<file path="src/rtl/imm_materializer_pkg.sv">
// Shared constants for the constant materializer: MIPS opcodes, immediate-extender
// ops and the encoding form selected for a constant.
package imm_materializer_pkg;

    localparam int unsigned IEXT_OP_LEN = 2;

    localparam logic [IEXT_OP_LEN-1:0] IEXT_OP_ZERO_EXT   = 2'd0;
    localparam logic [IEXT_OP_LEN-1:0] IEXT_OP_SIGNED_EXT = 2'd1;
    localparam logic [IEXT_OP_LEN-1:0] IEXT_OP_SHIFTL16   = 2'd2;

    localparam logic [5:0] OPC_ORI   = 6'h0D;
    localparam logic [5:0] OPC_ADDIU = 6'h09;
    localparam logic [5:0] OPC_LUI   = 6'h0F;

    typedef enum logic [1:0] {
        FormOri,
        FormAddiu,
        FormLui,
        FormPair
    } form_e;

    function automatic logic [31:0] enc_itype(input logic [5:0] opc, input logic [4:0] rs,
                                              input logic [4:0] rt, input logic [15:0] imm);
        return {opc, rs, rt, imm};
    endfunction

endpackage

</file>
<file path="src/rtl/imm_mat_classify.sv">
// Picks the shortest instruction form for a 32-bit constant; first matching rule wins.
module imm_mat_classify
    import imm_materializer_pkg::*;
#(
    parameter bit ALLOW_SIGNED = 1'b1
) (
    input  logic [31:0] value,
    output logic [1:0]  form
);

    always_comb begin
        form = FormPair;
        if (value[31:16] == 16'h0000) begin
            form = FormOri;
        end else if (ALLOW_SIGNED && (&value[31:15])) begin
            form = FormAddiu;
        end else if (value[15:0] == 16'h0000) begin
            form = FormLui;
        end
    end

endmodule

</file>
<file path="src/rtl/imm_materializer.sv">
// Turns a 32-bit constant plus destination register into the shortest ORI/ADDIU/LUI
// sequence, one registered instruction beat at a time.
module imm_materializer
    import imm_materializer_pkg::*;
#(
    parameter bit ALLOW_SIGNED = 1'b1
) (
    input  logic                   clk,
    input  logic                   rst,
    input  logic                   in_valid,
    output logic                   in_ready,
    input  logic [31:0]            in_value,
    input  logic [4:0]             in_rt,
    output logic                   out_valid,
    input  logic                   out_ready,
    output logic [31:0]            out_instr,
    output logic [15:0]            out_imm,
    output logic [IEXT_OP_LEN-1:0] out_op,
    output logic                   out_last
);

    typedef enum logic [1:0] {
        StIdle,
        StOne,
        StFirst,
        StSecond
    } state_e;

    state_e      state_q;
    logic [15:0] lo_q;
    logic [4:0]  rt_q;

    logic [1:0]             form;
    logic [31:0]            first_instr;
    logic [IEXT_OP_LEN-1:0] first_op;
    logic                   first_last;
    state_e                 first_state;

    imm_mat_classify #(
        .ALLOW_SIGNED(ALLOW_SIGNED)
    ) u_classify (
        .value(in_value),
        .form (form)
    );

    assign in_ready = (state_q == StIdle);

    always_comb begin
        first_instr = enc_itype(OPC_LUI, 5'd0, in_rt, in_value[31:16]);
        first_op    = IEXT_OP_SHIFTL16;
        first_last  = 1'b0;
        first_state = StFirst;
        case (form)
            FormOri: begin
                first_instr = enc_itype(OPC_ORI, 5'd0, in_rt, in_value[15:0]);
                first_op    = IEXT_OP_ZERO_EXT;
                first_last  = 1'b1;
                first_state = StOne;
            end
            FormAddiu: begin
                first_instr = enc_itype(OPC_ADDIU, 5'd0, in_rt, in_value[15:0]);
                first_op    = IEXT_OP_SIGNED_EXT;
                first_last  = 1'b1;
                first_state = StOne;
            end
            FormLui: begin
                first_last  = 1'b1;
                first_state = StOne;
            end
            default: begin
                // Pair: LUI of the high half now, ORI of the latched low half next.
                first_last  = 1'b0;
                first_state = StFirst;
            end
        endcase
    end

    always_ff @(posedge clk) begin
        if (rst) begin
            state_q   <= StIdle;
            lo_q      <= 16'h0000;
            rt_q      <= 5'd0;
            out_valid <= 1'b0;
            out_instr <= 32'h0000_0000;
            out_imm   <= 16'h0000;
            out_op    <= IEXT_OP_ZERO_EXT;
            out_last  <= 1'b0;
        end else begin
            unique case (state_q)
                StIdle: begin
                    if (in_valid) begin
                        lo_q      <= in_value[15:0];
                        rt_q      <= in_rt;
                        out_valid <= 1'b1;
                        out_instr <= first_instr;
                        out_imm   <= first_instr[15:0];
                        out_op    <= first_op;
                        out_last  <= first_last;
                        state_q   <= first_state;
                    end
                end
                StOne, StSecond: begin
                    if (out_ready) begin
                        out_valid <= 1'b0;
                        state_q   <= StIdle;
                    end
                end
                StFirst: begin
                    if (out_ready) begin
                        out_instr <= enc_itype(OPC_ORI, rt_q, rt_q, lo_q);
                        out_imm   <= lo_q;
                        out_op    <= IEXT_OP_ZERO_EXT;
                        out_last  <= 1'b1;
                        state_q   <= StSecond;
                    end
                end
                default: state_q <= StIdle;
            endcase
        end
    end

endmodule

</file>
<file path="config.mk">
export PLATFORM = sky130hd
export DESIGN_NAME = imm_materializer
export DESIGN_NICKNAME = d
export VERILOG_FILES = /design/src/rtl/imm_materializer_pkg.sv /design/src/rtl/imm_mat_classify.sv /design/src/rtl/imm_materializer.sv
export SDC_FILE = /design/constraint.sdc
export NUM_CORES = 1
export LEC_CHECK = 0
export BUFFER_PORTS_ARGS = -buffer_cell sky130_fd_sc_hd__buf_2
export CAP_MARGIN = 15
export CORE_UTILIZATION = 45
export CTS_BUF_LIST = sky130_fd_sc_hd__clkbuf_16
export DETAILED_ROUTE_END_ITERATION = 10
export PLACE_DENSITY = 0.76
export SLEW_MARGIN = 30
export SYNTH_ARGS = -nofsm -noshare
export SYNTH_HDL_FRONTEND = slang
export SYNTH_SLANG_ARGS = --single-unit
</file>
<file path="constraint.sdc">
create_clock -name clk -period 1.6 [get_ports clk]
set_input_delay 0.32 -clock clk [delete_from_list [all_inputs] [get_ports clk]]
set_output_delay 0.32 -clock clk [all_outputs]
set_load 0.1 [all_outputs]
</file>
==> implementation parameters <==
Parameter                              Value

Timing
  Peak clock frequency supported by timing ... 594 MHz
  Final-layout setup total negative slack ... -0.499 ns
  Final Critical Period ... around 1.7 ns
  Hold slack final ... 0.266 ns
  Setup violators final ... 13
  Count of pins over their slew limit ... 0
  Setup repair after global routing missed its margin ... true
  Final worst-path setup slack ... -0.0828 ns
  Largest clock skew in the final design ... 0.00803 ns
  Final hold viol count ... 0
  Final worst path period share ... 105%

Synthesis
  Cell type with the highest aggregate area in the netlist ... sky130_fd_sc_hd__dfxtp_1
  Proportion of register bits with asynchronous set or reset after synthesis ... 0%
  Most used standard cell by instance count after synthesis ... sky130_fd_sc_hd__nand2_1
  Sequential-to-total area share from yosys stat ... around 40%
  Area fraction of the dominant cell type after synthesis ... approximately 40%
  Post-synthesis sequential element count ... 55
  Leading post-synthesis cells by instance count ... sky130_fd_sc_hd__nand2_1, sky130_fd_sc_hd__dfxtp_1, sky130_fd_sc_hd__a21oi_1, sky130_fd_sc_hd__buf_4, sky130_fd_sc_hd__clkbuf_1
  Largest cells by area after synthesis ... sky130_fd_sc_hd__dfxtp_1, sky130_fd_sc_hd__nand2_1, sky130_fd_sc_hd__a21oi_1
  Prevailing post-synth register cell ... sky130_fd_sc_hd__dfxtp_1
  Yosys warning total ... 0
  Post-synthesis instance area ... around 2800 um2
  EDFF count, synth ... 0
  Count of distinct cell types in the synthesized netlist ... 33
  Synthesized area per cell ... around 8.4 um2
  Gate count after technology mapping ... 329

Clock network
  TritonCTS Sinks ... 55
  CTS tree ... done
  Clock insertion delay at the later pin of the skew report ... approximately 0.30 ns
  Clk Tree Root Cell ... sky130_fd_sc_hd__clkbuf_16
  CTS H-Tree Depth ... 2
  Number of buffers on the longest clock path ... 2
  Clock buffer count from CTS ... 5
  Clock slew at the register clock pins of the worst setup and hold paths ... approximately 0.07 ns

Cells and area
  Fraction of final layout cells sized beyond drive strength 1 ... 43.9%
  Register area ... around 1100 um2
  Post-layout nets ... about 470
  Post-synthesis to final-layout area growth ... 35.7%
  Antenna fix cells ... 0
  Total of fill cells in the finished design ... roughly 530
  Multi-input gate area ... approximately 1400 um2

Setup path
  Type of origin of the critical path ... flip-flop
  Worst-path cell chain ... or3b_4, buf_12, nor2_4, clkbuf_16, nand2_1, o221ai_1
  Crit path largest cell delay ... 0.43 ns
  Required time worst endpoint ... around 1.8 ns
  Critical Path End Type ... flip-flop
  Family of cells with the greatest summed delay on the critical path ... simple AND/OR/NAND/NOR gates
  Data arrival time at the worst-slack endpoint ... roughly 1.9 ns
  Largest fanout on the critical path ... 14
  Setup Crit Path Kind ... reg2reg
  Number of buffers and inverters on the critical path ... 2
  Critical path's slowest cell ... sky130_fd_sc_hd__or3b_4

Floorplanning
  Die outline height ... between 80 and 90 um
  Starting Density ... approximately 46%
  X dimension of the die ... roughly 80 um
  Row Count ... 28
  Total I/O pin count ... between 90 and 100
  Standard cell core area ... 5920 um2
  Full die area ... about 6400 um2

Global route
  Global routing usage on met3 ... under 10%
  All-layer global routing usage ... approximately 25%
  Remaining global-route overflow ... 0
  Largest net degree at the start of global routing ... 29
  Met1 track demand over resource in global routing ... 31.5%
  Vias in the first global route ... 2561
  Gr busiest metal ... met2
  First-pass GRT wire length ... ~12000 um
  Met2 track demand over resource in global routing ... approximately two fifths
  Antenna violations before repair ... 0

Placed design
  Detail Placement HPWL ... 5850 um
  Count of buffers inserted at the top-level ports ... 91
  Final GP Congestion ... 0.906
  Setup slack at placement ... -0.191 ns

Drt
  Number of search-and-repair iterations in the first detailed-routing pass ... 5
  Antenna viol nets, final ... 0
  Total length of routed wires ... ~8300 um
  Routed vias ... roughly 2900
  Via/cell ratio ... around 5.8
  Count of routing violations after the opening detailed-route iteration ... about 280
  Post-DR wirelength/cell ... about 17 um
  Post-route DRC violation count ... 0

Status
  Run status ... finished with violations
  Violated checks ... negative setup slack

Power and ir drop
  Cell area power density ... between 1000 and 1500 nW/um2
  Leakage dissipation ... 1.63 nW
  IR Drop Worst-Case VDD ... 622 uV

Min path
  Kind of path behind the tightest hold check ... in2reg

Flow run
  Max-cap viol count ... 0
[worst min-delay path: stages]
cell                      delay, ns
sky130_fd_sc_hd__buf_2         0.10
sky130_fd_sc_hd__nand2_1       0.05
sky130_fd_sc_hd__a21oi_1       0.05
[where the power goes]
group | leakage [nW] | internal [mW] | switching [mW]
clock network | 0.0900 | 0.897 | 0.504
registers | 0.459 | 1.48 | 0.0645
logic | 1.08 | 0.359 | 1.16
[cell families after synthesis]
family / synth area share, %
AO/OA/AOI/OAI: 23.0
buffers and inverters: 11.5
flip-flops: 40.0
multiplexers: 3.05
other: 0.136
AND/OR/NAND/NOR: 22.3
[layer usage]
metal | vias to the layer above | wire [um]
met2 | 124 | 3980
met4 | 0 | 194
met1 | 1396 | 3630
met3 | 22 | 536
met5 | - | 0
li1 | 1382 | -
[flip-flops by register name (all words and copies together), names as in the netlist]
| register | count |
|---|---|
| out_imm | 15 |
| out_last | 1 |
| out_instr | 14 |
| out_valid | 1 |
| out_op | 1 |
| rt_q | 5 |
| state_q | 2 |
| lo_q | 16 |
[layout make-up]
type                            instances  area share (%)
Clock buffer                            5            3.35
Clock inverter                          3            1.81
Multi-Input combinational cell        221            37.6
Sequential cell                        55            30.1
Timing Repair Buffer                  140            24.2
Tap cell                               75            2.51
Inverter                                4           0.402
[layout by cell type (no fill, tap or decap), drive strengths merged, types with 7 or more instances in the layout]
cell type,Yosys,final
o2111ai,16,16
o221ai,16,16
a21oi,45,45
nor2,9,9
buf,31,138
and4b,14,14
a211oi,7,7
nor4,8,8
nand2,71,71
clkbuf,19,7
dfxtp,55,55
[final timing paths]
path | end | slack [ns] | from | depth (start not counted)
min reg2reg | out_instr[23] | 0.45 | out_instr[23] | 2
min | rt_q[1] | 0.27 | in_rt[1] | 3
max reg2reg | out_imm[0] | -0.08 | state_q[1] | 6
max | out_imm[0] | -0.08 | state_q[1] | 6
[metrics by stage]
stage / instance area [um2] / util, % / instances / total power [mW]
after floorplan: 2850 / - / 330 / 2.75
after global placement: 3430 / 57.9 / 491 / 3.01
after CTS: 3630 / 61.3 / 499 / 4.42
final: 3730 / 63.1 / 503 / 4.46
after detailed placement: 3430 / 57.9 / 491 / 3.03
after global routing: 3730 / 63.1 / 503 / 4.60
[repair_timing]
item	in CTS	in global routing
gates cloned	0	2
pin swaps	0	2
endpoints found under the setup margin	24	25
hold buffers	0	0
buffers inserted	0	2
gates resized for setup	3	9
Note: power is estimated with default switching activity, not from simulation.
